## src/rtl/pwm_load_scheduler.sv

```systemverilog
// rtl/pwm_load_scheduler.sv - period-aligned round-robin duty reload sequencer for RGB PWM drivers
module pwm_load_scheduler #(
    parameter int          CHANNELS   = 6,
    parameter int          DUTY_WIDTH = 8,
    parameter logic [7:0]  PERIOD     = 8'hff
) (
    input  logic                           fast_clk,
    input  logic                           rst,
    input  logic [CHANNELS*DUTY_WIDTH-1:0] duty_in,
    output logic [CHANNELS-1:0]            load,
    output logic [DUTY_WIDTH+7:0]          load_data,
    output logic [CHANNELS-1:0]            pending,
    output logic                           period_tick,
    output logic                           busy
);
    localparam int PW = (CHANNELS > 1) ? $clog2(CHANNELS) : 1;
    localparam int CW = $clog2(CHANNELS + 1);

    typedef enum logic {IDLE, ISSUE} state_t;

    state_t                  state_q, state_d;
    logic [7:0]              cnt_q, cnt_d;
    logic                    period_tick_q, period_tick_d;
    logic [CHANNELS-1:0]     pending_q, pending_d;
    logic [CHANNELS-1:0]     load_q, load_d;
    logic [DUTY_WIDTH+7:0]   load_data_q, load_data_d;
    logic [DUTY_WIDTH-1:0]   shadow_q [CHANNELS];
    logic [DUTY_WIDTH-1:0]   shadow_d [CHANNELS];
    logic [DUTY_WIDTH-1:0]   duty [CHANNELS];
    logic [PW-1:0]           ptr_q, ptr_d;
    logic [CW-1:0]           issue_cnt_q, issue_cnt_d;
    logic [PW-1:0]           grant_idx, cand;
    logic                    grant_found;
    logic [CHANNELS-1:0]     grant_oh;

    for (genvar i = 0; i < CHANNELS; i++) begin : g_unpack
        assign duty[i] = duty_in[i*DUTY_WIDTH +: DUTY_WIDTH];
    end

    function automatic logic [PW-1:0] rr_add(input logic [PW-1:0] base, input logic [PW-1:0] offs);
        logic [PW:0] sum;
        sum = {1'b0, base} + {1'b0, offs};
        if (sum >= (PW+1)'(CHANNELS)) begin
            sum = sum - (PW+1)'(CHANNELS);
        end
        return sum[PW-1:0];
    endfunction

    // First pending channel at or after the round-robin pointer, wrapping.
    always_comb begin
        grant_found = 1'b0;
        grant_idx   = '0;
        cand        = '0;
        for (int k = 0; k < CHANNELS; k++) begin
            cand = rr_add(ptr_q, PW'(k));
            if (!grant_found && pending_q[cand]) begin
                grant_found = 1'b1;
                grant_idx   = cand;
            end
        end
    end

    always_comb begin
        state_d       = state_q;
        load_d        = '0;
        load_data_d   = load_data_q;
        shadow_d      = shadow_q;
        ptr_d         = ptr_q;
        issue_cnt_d   = issue_cnt_q;
        grant_oh      = '0;
        cnt_d         = (cnt_q == PERIOD) ? 8'd0 : cnt_q + 8'd1;
        period_tick_d = (cnt_q == PERIOD);

        case (state_q)
            IDLE: begin
                if (period_tick_q && (|pending_q)) begin
                    state_d     = ISSUE;
                    issue_cnt_d = '0;
                end
            end
            ISSUE: begin
                if (!grant_found) begin
                    state_d = IDLE;
                end else begin
                    grant_oh            = CHANNELS'(1) << grant_idx;
                    load_d              = grant_oh;
                    load_data_d         = {duty[grant_idx], PERIOD};
                    shadow_d[grant_idx] = duty[grant_idx];
                    ptr_d               = rr_add(grant_idx, PW'(1));
                    issue_cnt_d         = issue_cnt_q + CW'(1);
                    // The count cap stops a channel that keeps changing from holding the bus.
                    if (((pending_q & ~grant_oh) == '0) || (issue_cnt_d == CW'(CHANNELS))) begin
                        state_d = IDLE;
                    end
                end
            end
            default: state_d = IDLE;
        endcase

        for (int i = 0; i < CHANNELS; i++) begin
            pending_d[i] = (duty[i] != shadow_q[i]) && !grant_oh[i];
        end
    end

    always_ff @(posedge fast_clk or posedge rst) begin
        if (rst) begin
            state_q       <= IDLE;
            cnt_q         <= '0;
            period_tick_q <= 1'b0;
            pending_q     <= '0;
            load_q        <= '0;
            load_data_q   <= '0;
            ptr_q         <= '0;
            issue_cnt_q   <= '0;
            for (int i = 0; i < CHANNELS; i++) begin
                shadow_q[i] <= '0;
            end
        end else begin
            state_q       <= state_d;
            cnt_q         <= cnt_d;
            period_tick_q <= period_tick_d;
            pending_q     <= pending_d;
            load_q        <= load_d;
            load_data_q   <= load_data_d;
            ptr_q         <= ptr_d;
            issue_cnt_q   <= issue_cnt_d;
            shadow_q      <= shadow_d;
        end
    end

    assign load        = load_q;
    assign load_data   = load_data_q;
    assign pending     = pending_q;
    assign period_tick = period_tick_q;
    assign busy        = (state_q == ISSUE);

endmodule

```

## config.mk

```make
export PLATFORM = sky130hd
export DESIGN_NAME = pwm_load_scheduler
export DESIGN_NICKNAME = d
export VERILOG_FILES = /design/src/rtl/pwm_load_scheduler.sv
export SDC_FILE = /design/constraint.sdc
export NUM_CORES = 1
export LEC_CHECK = 0
export BUFFER_PORTS_ARGS = -buffer_cell sky130_fd_sc_hd__clkbuf_2
export CAP_MARGIN = 10
export CORE_MARGIN = 8
export CORE_UTILIZATION = 57
export DETAILED_ROUTE_END_ITERATION = 8
export GPL_TIMING_DRIVEN = 0
export PLACE_DENSITY = 0.8
export SYNTH_ARGS = -nofsm -noshare
export SYNTH_HDL_FRONTEND = slang
export SYNTH_SLANG_ARGS = --single-unit
```

## constraint.sdc

```tcl
create_clock -name fast_clk -period 5.28 [get_ports fast_clk]
set_clock_uncertainty 0.15 [all_clocks]
set_input_delay 1.32 -clock fast_clk [delete_from_list [all_inputs] [get_ports fast_clk]]
set_output_delay 1.32 -clock fast_clk [all_outputs]
set_load 0.005 [all_outputs]
```

Yosys cells after proc, flatten, opt, wreduce, memory -nomap -nowiden

Cells that the tools add are included.

Flip-flop bits (word level): 92
Output and inout bits: 30
Logic and storage cells: 135

Add/sub/neg operators: 15
Order comparisons: 15
Equal/unequal tests: 10
Shift-type cells: 1
Muxes and demuxes: 47
Bitwise operators: 4
Reduce and logical (&&, ||, !) cells: 29

Operators with widths:

| kind                                                              | number |
|---|---|
| bitwise mux 48 bit                                                | 1 |
| inequality test 8 bit                                             | 6 |
| 2-to-1 mux 3 bit                                                  | 15 |
| 2-to-1 mux 8 bit                                                  | 4 |
| binary-select mux 8 bit (select 3 bit)                            | 1 |
| demux 8 bit (select 3 bit)                                        | 1 |
| greater-or-equal comparator 4 x 3 -> 1 bit, second input constant | 6 |
| less-than comparator 3 x 4 -> 1 bit, second input constant        | 6 |
| subtractor 3 bit, second input constant                           | 7 |
| binary-select mux 1 bit (select 3 bit)                            | 6 |
| 2-to-1 mux 1 bit                                                  | 15 |
| logical AND 1 bit                                                 | 13 |
| 2-to-1 mux 6 bit                                                  | 2 |
| logical NOT 1 bit                                                 | 11 |
| adder 3 x 1 -> 4 bit, second input constant                       | 2 |
| adder 3 x 2 -> 4 bit, second input constant                       | 2 |
| adder 3 x 3 -> 4 bit, second input constant                       | 2 |
| adder 8 x 1 -> 8 bit, second input constant                       | 1 |
| == test 8 bit, second input constant                              | 1 |
| bitwise AND 6 bit                                                 | 1 |
| logical NOT 6 bit                                                 | 1 |
| inverter 6 bit                                                    | 1 |
| one-hot mux 3 bit (2 select lines)                                | 1 |
| OR reduction 6 bit                                                | 1 |
| 13 further kinds                                                  | 14 |

Logic depth before layout (Yosys ltp)

Word-level depth: 28
Mapped depth: 18
Mapped depth without buffers: 14

Least setup slack after synthesis

Ideal clock, no wire load.

Kind: register -> register
Start: reg ptr_q[0]
End: reg shadow_q[39] (netlist name)
Arrival time: 3580 ps
Required time: 5005 ps
Setup slack: 1426 ps
Stages on the path, launching flop included: 14
Path buffers: 3
Period minus slack after synthesis: 3854 ps
Path through: dfrtp_1 > buf_6 > buf_4 > inv_1 > ha_1 > and2_1 > mux2i_1 > mux2_2 > o211ai_2 > and4b_1 > a211o_1 > buf_2 > nor4_4 > mux2_2

Cells in the longest elaborated chain, start to end: 26
Elaborated cells on any way between the ends: 68
Those cells by class: add/sub: 11; order compare: 8; mux: 36; bitwise: 1; reduce/logical: 12

RTL lines:

| element                                                       | RTL line | source |
|---|---|---|
| from (decl)                                                   | 30       | `logic [PW-1:0] ptr_q, ptr_d;` |
| from (signal assigned)                                        | 125      | `ptr_q <= ptr_d;` |
| branches (longest 26 deep; another with adder 3 x 1 -> 4 bit) | --       |  |
| to (signal assigned)                                          | 127      | `shadow_q <= shadow_d;` |
| to (decl)                                                     | 27       | `logic [DUTY_WIDTH-1:0] shadow_q [CHANNELS];` |

Parallel ways; which one is timed is not known. The select of a mux whose other input is x is not followed.
A chain may end at the register's enable or synchronous reset.

Worst setup path after layout

Start: reg ptr_q[0]
End: reg load_data_q[10] (netlist: load_data[10])

Cells in the longest elaborated chain, start to end: 24
Elaborated cells on any way between the ends: 62
Those cells by class: add/sub: 11; order compare: 6; mux: 33; bitwise: 1; reduce/logical: 11

RTL lines:

| element                                                       | RTL line | source |
|---|---|---|
| branches (longest 24 deep; another with adder 3 x 1 -> 4 bit) | --       |  |
| to (signal assigned)                                          | 124      | `load_data_q <= load_data_d;` |
| to (decl)                                                     | 26       | `logic [DUTY_WIDTH+7:0] load_data_q, load_data_d;` |

Parallel ways; which one is timed is not known. The select of a mux whose other input is x is not followed.

==> results.tsv <==
metric	value	unit
# nets final	626	
type of the worst setup path	register to register	
Boundary Pins	80	
setup TNS	0	ns
Hold Path Sink	cnt_q[6]$_DFF_PP0_	
Initial Util	59.0	%
gpl congestion	0.925	
die outline area	12300	µm²
Overflow after GRT	0	
register area share after synthesis	41.3	%
CP required	5.36	ns
mapped cell area	5150	µm²
post-cts resize count	0	
distinct cell type count after synthesis	61	
cts bufs inserted	9	
largest net degree at the start of global routing	57	
Final Hold Viols	0	
initial antenna violation count	0	
Max-Cap Viols	0	
syn_nets	535	
worst reg2reg path depth	16	
Syn-to-layout area delta	14.9	%
Tot GR Track Use	20.8	%
PwrDens	208	nW/µm²
Critical R2R Capture	load_data[10]$_DFFE_PP0P_	
Peak VDD IR	0.153	mV
final max-slew violation count	0	
Vert. Die Dim	111	µm
Startpoint Class	register	
CTS sink cnt	85	
Hold Slack	0.332	ns
worst hold path depth	1	
ant diodes	0	
status	complete, no violations	
Worst Max-Slew Pin Slew	0.699	ns
DR WL/cell	19.0	µm
IO buf count	79	
r2r setup slk	0.75	ns
CP endpoint kind	register	
DRC violations left	0	
fmax	221	MHz
post-route setup slack	0.754	ns
crit-path max FO	10	
Setup Buffers After CTS	0	
Slew headroom	52.1	%
RSZ-0062 raised after global routing	no	
layout cells sized above 1	36.0	%
min Tclk post-route	4.53	ns
routed vias/inst	5.94	
Reg clk slew, reported paths	0.09	ns
H-tree depth reported by CTS	3	
r2r startpoint	ptr_q[0]$_DFFE_PP0P_	
FF+latch count, synth	85	
Worst Path Arrival	4.61	ns
Place WS	0.786	ns
Core ar.	8720	µm²
width of the die	111	µm
Final ANT Viol Nets	0	
period utilization	85.7	%
worst hold start	cnt_q[6]$_DFF_PP0_	
fillers	671	
first-pass GRT wire length	21300	µm
Post-synth EDFFs	0	
Cells after Synth	473	
WL final	12900	µm
clk_lat worst skew	0.36	ns
standard-cell rows	34	
asr flop ratio synth	100	%
Hold Path Class	register to register	
Main synth FF type	dfrtp_1	
via count	4019	
dpl hpwl	9930	µm
final setup violation count	0	
CTS max path bufs	2	
TritonCTS clock tree	yes	
drt pass-1 iters	5	
Hold Buf Count CTS	0	
YS warnings	0	
CTS Root Cell	clkbuf_8	
vias in the first global route	4296	
Initial DRC Count	251	
cell leakage power	0.00283	µW
Synth Area per Inst	10.9	µm²
## logic make-up after synthesis
logic type	after synthesis	synth area share [%]
multiplexers	86	19.0
XOR/XNOR	58	10.0
AND/OR/NAND/NOR	117	12.8
adder cells (fa/ha/maj)	12	2.92
AO/OA/AOI/OAI	80	10.3
buffers and inverters	35	3.62
flip-flops	85	41.3
## metal layers
layer / GRT usage, % / part of all wire, % / vias up / routed length (µm)
met5: 0 / 0 / - / 0
met1: 25.1 / 42 / 1965 / 5440
li1: - / - / 1894 / -
met4: 8.53 / 2.2 / 0 / 279
met3: 3.41 / 5.0 / 31 / 637
met2: 36.0 / 51 / 129 / 6510
## cell usage in the layout, fill, tap and decap left out, types with 10 or more instances in the layout
master     n
xor2_1    52
nor2_1    26
mux2i_1   11
nand2_1   21
nand3_1   13
buf_4     10
dfrtp_1   85
ha_1      12
nor4_1    13
nor3_1    12
inv_1     10
o21ai_0   12
a21oi_1   25
mux2_2    73
clkbuf_8  10
clkbuf_2  80
## cells in the mapped netlist (4+ instances only)
library cell / number / area, µm²
xor2_1: 52 / 455
a22oi_1: 8 / 60.1
a21boi_0: 4 / 30.0
o21ai_0: 12 / 60.1
ha_1: 12 / 150
buf_2: 7 / 35.0
mux2i_1: 11 / 110
dfrtp_1: 85 / 2130
mux2_2: 73 / 822
nand3_1: 13 / 65.1
a21oi_1: 25 / 125
nand2_1: 21 / 78.8
clkbuf_1: 4 / 15.0
xnor2_1: 5 / 43.8
buf_4: 10 / 75.1
inv_1: 11 / 41.3
nor4_1: 13 / 81.3
a211o_1: 4 / 35.0
nor3_1: 12 / 60.1
nor2_1: 26 / 97.6
## per-stage QoR
step                      area [µm²]  power [µW]  util (%)  cells
after floorplan                 5150         719         -    473
after global routing            5920        1270      67.8    677
after CTS                       5920        1230      67.8    677
final                           5920        1230      67.8    677
after global placement          5680         756      65.1    660
after detailed placement        5710         762      65.5    661
## worst max-delay path: stages, from the launching register on
cell and delay (ns):
dfrtp_1 0.42, buf_6 0.17, buf_4 0.20, inv_1 0.07
ha_1 0.33, and2_1 0.16, mux2i_1 0.36, mux2_2 0.41
o211ai_2 0.27, nor3_1 0.10, a211o_1 0.29, nand2_1 0.13
buf_2 0.32, buf_4 0.26, mux2_2 0.39, a22oi_1 0.22
a21oi_1 0.12
## area by class of cell
class	instances	area [µm²]	share of cell area, %
buffer	23	141	2.39
inverter	12	47.5	0.804
sequential	85	2130	36.0
timing repair buffer	80	423	7.15
clock inverter	6	70.1	1.18
clock buffer	10	138	2.33
tap	108	135	2.28
multi-input combinational	353	2830	47.9
## flip-flops by register name, indices dropped and copies added, names as in the netlist
name	flops
busy	1
cnt_q	8
issue_cnt_q	3
load	6
load_data	9
pending	6
period_tick	1
ptr_q	3
shadow_q	48
## report_power, final
group	total (µW)	switching, µW	internal [µW]
clock	480	245	235
sequential	662	4.79	657
combinational	87.3	47.9	39.5
## worst max path at each step
stage | to | from | cells past startpoint | slack [ns]
global placement | load[4]$_DFF_PP0_ | rst | 2 | 0.73
global route | load_data[13]$_DFFE_PP0P_ | ptr_q[0]$_DFFE_PP0P_ | 16 | 0.52
CTS | load_data[10]$_DFFE_PP0P_ | ptr_q[0]$_DFFE_PP0P_ | 16 | 0.77
detailed placement | load_data[10]$_DFFE_PP0P_ | ptr_q[0]$_DFFE_PP0P_ | 16 | 0.79
finish | load_data[10]$_DFFE_PP0P_ | ptr_q[0]$_DFFE_PP0P_ | 16 | 0.75
floorplan | shadow_q[39]$_DFFE_PP0P_ | ptr_q[0]$_DFFE_PP0P_ | 13 | 1.43
Power figures use the tool's default switching activity.
